===== src/rtl/writeback_commit.sv =====
`default_nettype none
// ============================================================================
//  Module   : writeback_commit
//  Purpose  : Writeback/commit stage. Owns the register file, PC and
//             retired-instruction counter. Detects control-flow changes,
//             pulses flush/redirect and holds off new results while the
//             pipeline drains.
//  Revision : 1.0 - initial release
// ============================================================================
module writeback_commit #(
    parameter int               XLEN         = 32,
    parameter int               NREG         = 32,
    parameter logic [XLEN-1:0]  RESET_PC     = 32'h0000_0000,
    parameter logic [XLEN-1:0]  TRAP_PC      = 32'h0000_0100,
    parameter int               FLUSH_CYCLES = 2
) (
    input  logic                 clk,
    input  logic                 rst_n,
    input  logic                 in_valid,
    output logic                 in_ready,
    input  logic [XLEN-1:0]      in_pc,
    input  logic [4:0]           in_rd,
    input  logic                 in_rd_we,
    input  logic [XLEN-1:0]      in_rd_value,
    input  logic [XLEN-1:0]      in_next_pc,
    output logic [XLEN-1:0]      curr_pc_reg,
    output logic [NREG*XLEN-1:0] curr_general_reg,
    output logic                 flush,
    output logic [XLEN-1:0]      redirect_pc,
    output logic [31:0]          retire_count,
    output logic                 misalign_err
);

    localparam logic [0:0]      c_st_run     = 1'b0;
    localparam logic [0:0]      c_st_flush   = 1'b1;
    localparam logic [3:0]      c_drain_init = 4'(FLUSH_CYCLES);
    localparam logic [XLEN-1:0] c_pc_step    = XLEN'(4);

    logic [0:0]      state_q, state_d;
    logic [3:0]      drain_q, drain_d;
    logic [XLEN-1:0] pc_q, pc_d;
    logic [XLEN-1:0] regs_q [NREG];
    logic [XLEN-1:0] regs_d [NREG];
    logic [31:0]     retire_q, retire_d;
    logic            flush_q, flush_d;
    logic [XLEN-1:0] redirect_q, redirect_d;
    logic            misalign_q, misalign_d;

    logic            w_accept;
    logic            w_misaligned;
    logic            w_redirect;

    assign w_accept     = in_valid & in_ready;
    assign w_misaligned = (in_next_pc[1:0] != 2'b00);
    assign w_redirect   = (in_next_pc != (in_pc + c_pc_step));

    // State register plus all architectural flops; reset wins over everything
    always_ff @(posedge clk) begin
        if (!rst_n) begin
            state_q    <= c_st_run;
            drain_q    <= '0;
            pc_q       <= RESET_PC;
            retire_q   <= '0;
            flush_q    <= 1'b0;
            redirect_q <= '0;
            misalign_q <= 1'b0;
            for (int i = 0; i < NREG; i++) begin
                regs_q[i] <= '0;
            end
        end else begin
            state_q    <= state_d;
            drain_q    <= drain_d;
            pc_q       <= pc_d;
            retire_q   <= retire_d;
            flush_q    <= flush_d;
            redirect_q <= redirect_d;
            misalign_q <= misalign_d;
            for (int i = 0; i < NREG; i++) begin
                regs_q[i] <= regs_d[i];
            end
        end
    end

    // Next-state: any flushing accept starts the drain window; the window
    // ends on the cycle the counter is at 1, giving FLUSH_CYCLES stall cycles
    always_comb begin
        state_d = state_q;
        drain_d = drain_q;
        case (state_q)
            c_st_run: begin
                if (w_accept && (w_misaligned || w_redirect)) begin
                    state_d = c_st_flush;
                    drain_d = c_drain_init;
                end
            end
            c_st_flush: begin
                if (drain_q <= 4'd1) begin
                    state_d = c_st_run;
                    drain_d = '0;
                end else begin
                    drain_d = drain_q - 4'd1;
                end
            end
            default: begin
                state_d = c_st_run;
                drain_d = '0;
            end
        endcase
    end

    // FSM outputs: results are only accepted while running
    always_comb begin
        in_ready = (state_q == c_st_run);
    end

    // Commit datapath: a misaligned target traps instead of retiring
    always_comb begin
        pc_d       = pc_q;
        retire_d   = retire_q;
        flush_d    = 1'b0;
        redirect_d = redirect_q;
        misalign_d = misalign_q;
        regs_d     = regs_q;
        if (w_accept) begin
            if (w_misaligned) begin
                pc_d       = TRAP_PC;
                flush_d    = 1'b1;
                redirect_d = TRAP_PC;
                misalign_d = 1'b1;
            end else begin
                // x0 is never written, so it keeps its reset value of zero
                if (in_rd_we && (in_rd != 5'd0) && (int'(in_rd) < NREG)) begin
                    regs_d[in_rd] = in_rd_value;
                end
                pc_d     = in_next_pc;
                retire_d = retire_q + 32'd1;
                if (w_redirect) begin
                    flush_d    = 1'b1;
                    redirect_d = in_next_pc;
                end
            end
        end
    end

    // Flatten the register file for exec/dmem
    genvar gi;
    generate
        for (gi = 0; gi < NREG; gi++) begin : g_flat_regs
            assign curr_general_reg[gi*XLEN +: XLEN] = regs_q[gi];
        end
    endgenerate

    assign curr_pc_reg  = pc_q;
    assign flush        = flush_q;
    assign redirect_pc  = redirect_q;
    assign retire_count = retire_q;
    assign misalign_err = misalign_q;

endmodule
`default_nettype wire

===== config.mk =====
export PLATFORM = sky130hd
export DESIGN_NAME = writeback_commit
export DESIGN_NICKNAME = d
export VERILOG_FILES = /design/src/rtl/writeback_commit.sv
export SDC_FILE = /design/constraint.sdc
export NUM_CORES = 2
export LEC_CHECK = 0
export CAP_MARGIN = 20
export CORE_AREA = 2 2 480 482
export DETAILED_ROUTE_END_ITERATION = 12
export DIE_AREA = 0 0 482 484
export GPL_ROUTABILITY_DRIVEN = 0
export GPL_TIMING_DRIVEN = 0
export PLACE_DENSITY = 0.35
export SETUP_SLACK_MARGIN = 0.1
export SLEW_MARGIN = 10
export SYNTH_ARGS = -nofsm -noshare
export SYNTH_HDL_FRONTEND = slang
export SYNTH_SLANG_ARGS = --single-unit

===== constraint.sdc =====
create_clock -name clk -period 4.5 [get_ports clk]
set_clock_uncertainty 0.1 [all_clocks]
set_input_delay 0.45 -clock clk [delete_from_list [all_inputs] [get_ports clk]]
set_output_delay 0.45 -clock clk [all_outputs]
set_load 0.02 [all_outputs]

Word level (Yosys, flattened, before mapping). Index checks and enable logic that the tools add are counted. W data, S select, Z words.

Word-level logic and storage cells: 77. Memory bits (read-only): 0. Latch bits: 0. Memories kept: 0. Output and inout bits: 1123. Input port bits: 105. Memory bits (writable): 0. Register bits after elaboration: 1127.

Shift-type cells: 0. Magnitude comparators: 3. Multiplexer cells: 14. Multiply operators: 0. Eq/ne operators: 2. $add $sub $neg: 3. Reductions and logical operators: 12. Bitwise operators: 4. Div/mod/pow operators: 0.

Operators with widths (number): $bwmux W1024 (1); $demux W32 S5 (1); $mux W32 (4); $add A32 B1 Y32 const B (1); $add A32 B3 Y32 const B (1); $ne A32 B32 Y1 (1); $mux W4 (2); $pmux W4 S2 (1); $reduce_and A2 Y1 (4); $ge A6 B6 Y1 const B (1); $lt A6 B1 Y1 const B (1); $not A5 Y6 (1); $reduce_bool A5 Y1 (1); $le A4 B1 Y1 const B (1); $mux W1 (4); $reduce_bool A2 Y1 (2); $sub A4 B1 Y4 const B (1); $logic_and A1 B1 Y1 (3); $reduce_and A3 Y1 (1); $ne A2 B1 Y1 const B (1); $not A1 Y1 (2); $pmux W1 S2 (1); $and A1 B1 Y1 (1); $logic_or A1 B1 Y1 (1).

Depth between registers and ports, before layout.
Depth after elaboration: 6. Mapped depth: 12. Mapped depth without buffers: 9.

Worst setup path after synthesis. No wires, ideal clock.

Path kind: input to register. Start point: input port in_pc[8]. End point: register redirect_q[11] (netlist: redirect_pc[11]). Arrival time: 2.848 ns. Buffers on the path: 3. Library setup time: 0.126 ns. Slack: 1.426 ns. Stages: 11. Required time: 4.274 ns. Cell sequence: nand4_2 -> or3_1 -> buf_2 -> or4_4 -> a2111oi_2 -> nand4_1 -> a311oi_2 -> a211o_2 -> buf_6 -> buf_12 -> o22ai_2.

Longest elaborated chain between the ends: 4.

Ends and longest elaborated chain: start: declaration (RTL line 21) `input logic [XLEN-1:0] in_pc,`; $add A32 B3 Y32 (RTL line 55) `assign w_redirect = (in_next_pc != (in_pc + c_pc_step));`; $ne A32 B32 Y1 (RTL line 55); $reduce_bool A2 Y1 (no source line); $reduce_and A2 Y1 (no source line); end signal: assignment (RTL line 76) `redirect_q <= redirect_d;`; end: declaration (RTL line 46) `logic [XLEN-1:0] redirect_q, redirect_d;`.

Every way passes these cells. A chain may end at the register's enable or synchronous reset.

Final worst setup path.
Start point: register state_q. End point: register regs_q (netlist bit curr_general_reg[745]).

Longest elaborated chain between the ends: 3.

Ends and longest elaborated chain: start: declaration (RTL line 39) `logic [0:0] state_q, state_d;`; start signal: assignment (RTL line 60) `state_q <= c_st_run;`; start signal: assignment (RTL line 71) `state_q <= state_d;`; $not A1 Y1; $and A1 B1 Y1 (RTL line 53) `assign w_accept = in_valid & in_ready;`; $reduce_and A3 Y1 (no source line); end signal: indexed assignment (RTL line 79) `regs_q[i] <= regs_d[i];`; end: declaration (RTL line 42) `logic [XLEN-1:0] regs_q [NREG];`.

Every way passes these cells.

==> flow_summary.toml <==
[placement]
place_hpwl_um = 222000
io_buffers = 1225
dp_cells = 9415
place_ws_ns = -0.525

[final_layout]
multi_input_area_um2 = 15700
seqCellArea_um2 = 22600
area_growth_pct = 53.7
drive_gt1_share_pct = 4.89
fillers = 24900
final_nets = 6645
fin_cells = 9700
largest_reg_flops = 1024

[worst_setup_path]
max_stage_delay_ns = 0.77
path_delay_family = "simple AND/OR/NAND/NOR gates"
path_max_fanout = 10
cpMaxStageDelayCell = "nor3_1"
crit_path_start = "state_q$_SDFF_PN0_"
worstPathRequired_ns = 5.04
crit_type = "reg2reg"
worst-path-buf-inv = 2
startpoint_type = "register"
r2r_start = "state_q$_SDFF_PN0_"
worst_setup_path_end_kind = "register"
worstPathArrival_ns = 4.77
path_cells = "nor4b_1 > clkbuf_1 > nand2_1 > nor3_1 > nand2_1 > clkbuf_1 > nand2_1 > a21oi_1"
cpMostUsedCell = "nand2_1"

[timing]
tightestPinTransition_ns = 1.25
drv_slew = 0
max_freq_ghz = 0.236
finalCritPeriodShare_pct = 94.2
hold_violations = 0
layout_setup_ws_ns = 0.262
slew_headroom_pct = 17.0
min_period_ns = 4.24
setup_viol_count_final = 0
fin_setup_tns_ns = 0
rsz0062_at_grt = "yes"

[synthesis]
synth_flop_cell = "dfxtp_1"
ys_ff_latch = 1127
synth-edff-count = 0
synth-async-reset-ratio_pct = 0
yosysSeqAreaShare_pct = 56.3
synth_cell_type_count = 58
synthTopCellsByCount = "nand2_1 (2082), dfxtp_1 (1127), a21oi_1 (1010), clkbuf_1 (418), nor2_1 (111)"
postSynthCellCount = 5132
yosys_warnings = 0
yosys.area.top_type_share_pct = 56.3
muxShareOfSynthArea_pct = 0.0250
synth-simple-area-share_pct = 23.1
synth_area_um2 = 40100
synthXorXnorAreaFrac_pct = 1.36
synth.area.top_cells = "dfxtp_1 (56%), nand2_1 (20%), a21oi_1 (13%)"
synth_most_common_cell = "nand2_1"
syn_nets = 5241
syn_area_per_cell_um2 = 7.81
synth_compound_area_share_pct = 14.6
synth_top_family_by_area = "simple AND/OR/NAND/NOR gates"
yosysTopAreaCell = "dfxtp_1"
synth_adder_area_share_pct = 0.125

[clocking]
htreeDepth = 4
cts_sinks = 1127
cts_tree = "built"
numCtsBuffers = 145
path_clk_slew_ns = 0.06
root_buffer = "clkbuf_16"
cts.path.max_buffers = 3
clk_latency_ns = 0.80
post_cts_buffers = 0

[status]
status = "finished, final reports clean"

[floorplan]
die_h_um = 484
rows = 176
initial_core_util_pct = 17.5
ioPinCount = 1228
core_um2 = 229000
dieArea_um2 = 233000
chipWidth_um = 482

[pwr]
power.internal_mw = 17.1
leakage_nw = 19.6
power_density_nw_per_um2 = 375
p_sw_share_pct = 25.9
net-switching-power_mw = 5.99
peakVddDrop_uv = 347
seq_power_share_pct = 43.4
combPwrFrac_pct = 5.5
p_clk_share_pct = 51.1

[route]
wirelength_um = 282000
vias = 41500
viasPerCell = 4.28
ant_nets = 0
drc = 0
firstDrtPassIters = 8
drtIter0Drc = 2868
wire_per_inst_um = 29.0

[global_routing]
grt_pass1_wl_um = 368000
antenna_found_initial = 60
gr-total-overflow = 0
grt_pass1_vias = 39800
grt_usage_pct = 23.3
grt_max_degree = 17

[job]
max-cap-violations = 0

[min_path]
hp-start = "in_rd_value[8]"
min_path_type = "in2reg"
## placed cells by master (no fill, tap or decap), types with 5 or more instances in the layout
| cell | count |
|---|---|
| o22ai_1 | 20 |
| inv_1 | 37 |
| nor2b_1 | 5 |
| nand2_1 | 2082 |
| and2_1 | 38 |
| nand3_1 | 29 |
| diode_2 | 29 |
| a22oi_1 | 29 |
| clkbuf_1 | 420 |
| clkdlybuf4s50_1 | 1224 |
| nor4_1 | 7 |
| clkbuf_2 | 36 |
| buf_6 | 6 |
| dfxtp_1 | 1127 |
| nor2_1 | 104 |
| and3_1 | 20 |
| clkbuf_16 | 147 |
| o21ai_0 | 13 |
| clkbuf_8 | 35 |
| a21oi_1 | 1010 |
| buf_8 | 17 |
| buf_16 | 7 |
| or3_1 | 12 |
| nor2_2 | 6 |
| xnor2_1 | 32 |
| o22ai_2 | 10 |
| nand4_1 | 11 |
| clkinv_2 | 15 |
| nor3_1 | 15 |
| xor2_1 | 30 |
| buf_2 | 9 |
| and4_1 | 6 |
## stage by stage
stage / utilization, % / hold WS [ns] / total power, mW / cell area, um^2
4_1_cts: 26.9 / 0.0881 / 23.5 / 61500
3_5_place_dp: 24.8 / 0.344 / 11.6 / 56700
2_1_floorplan: - / 0.392 / 10.7 / 40100
5_1_grt: 26.9 / 0.152 / 23.9 / 61500
3_3_place_gp: 24.5 / 0.338 / 11.5 / 56100
6_report: 26.9 / 0.129 / 23.1 / 61600
## worst paths after layout
path | end | slack (ns) | depth (start not counted)
hold reg to reg | curr_general_reg[227]$_SDFFE_PN0P_ | 0.35 | 2
setup reg to reg | curr_general_reg[745]$_SDFFE_PN0P_ | 0.26 | 8
hold / removal | curr_general_reg[232]$_SDFFE_PN0P_ | 0.13 | 3
setup / recovery | curr_general_reg[745]$_SDFFE_PN0P_ | 0.26 | 8
## final cells by class
class | count | share of cell area, %
Timing Repair Buffer | 1257 | 20.8
Buffer | 431 | 2.75
Clock inverter | 36 | 0.732
Clock buffer | 220 | 6.99
Multi-Input combinational cell | 3535 | 25.6
Tap cell | 3026 | 6.15
Antenna cell | 29 | 0.118
Sequential cell | 1127 | 36.6
Inverter | 39 | 0.238
## logic make-up (layout without fill, tap and decap cells)
kind of cell	after synthesis	count (layout)
adder cells (fa/ha/maj)	4	4
AO/OA/AOI/OAI	1111	1111
multiplexers	1	1
buffers and inverters	470	1983
other	0	29
AND/OR/NAND/NOR	2357	2357
flip-flops	1127	1127
XOR/XNOR	62	62
## layer usage
metal  part of all wire (%)  GRT usage [%]  routed length (um)  vias up
met5                  0.041              0                 115        -
met4                    3.0           7.42                8560       18
met3                    9.4           8.57               26500      278
met2                     46           38.1              131000     1586
met1                     41           28.1              116000    20200
li1                       -              -                   -    19400
## worst reg2reg max path: cells and delay by family (launching register included)
family                 cells  cell delay [ns]
buffers and inverters      2             1.09
and+or+nand+nor            5             2.47
DFF                        1             0.35
AOI/OAI and AO/OA          1             0.07
## power groups by stage
| stage | clock, mW | combinational, mW | sequential (mW) |
|---|---|---|---|
| floorplan | 0 | 0.397 | 10.3 |
| global placement | 0 | 1.25 | 10.2 |
| detailed placement | 0 | 1.31 | 10.2 |
| CTS | 12.2 | 1.31 | 10.0 |
| global route | 12.5 | 1.34 | 10.0 |
| finish | 11.8 | 1.27 | 10.0 |
## what timing repair did
item	in CTS	in global routing
hold buffers	0	0
gates cloned	0	0
setup endpoints to repair	1	20
resized for setup	1	4
endpoints found under the hold margin	0	0
Note: power is estimated with default switching activity, not from simulation.
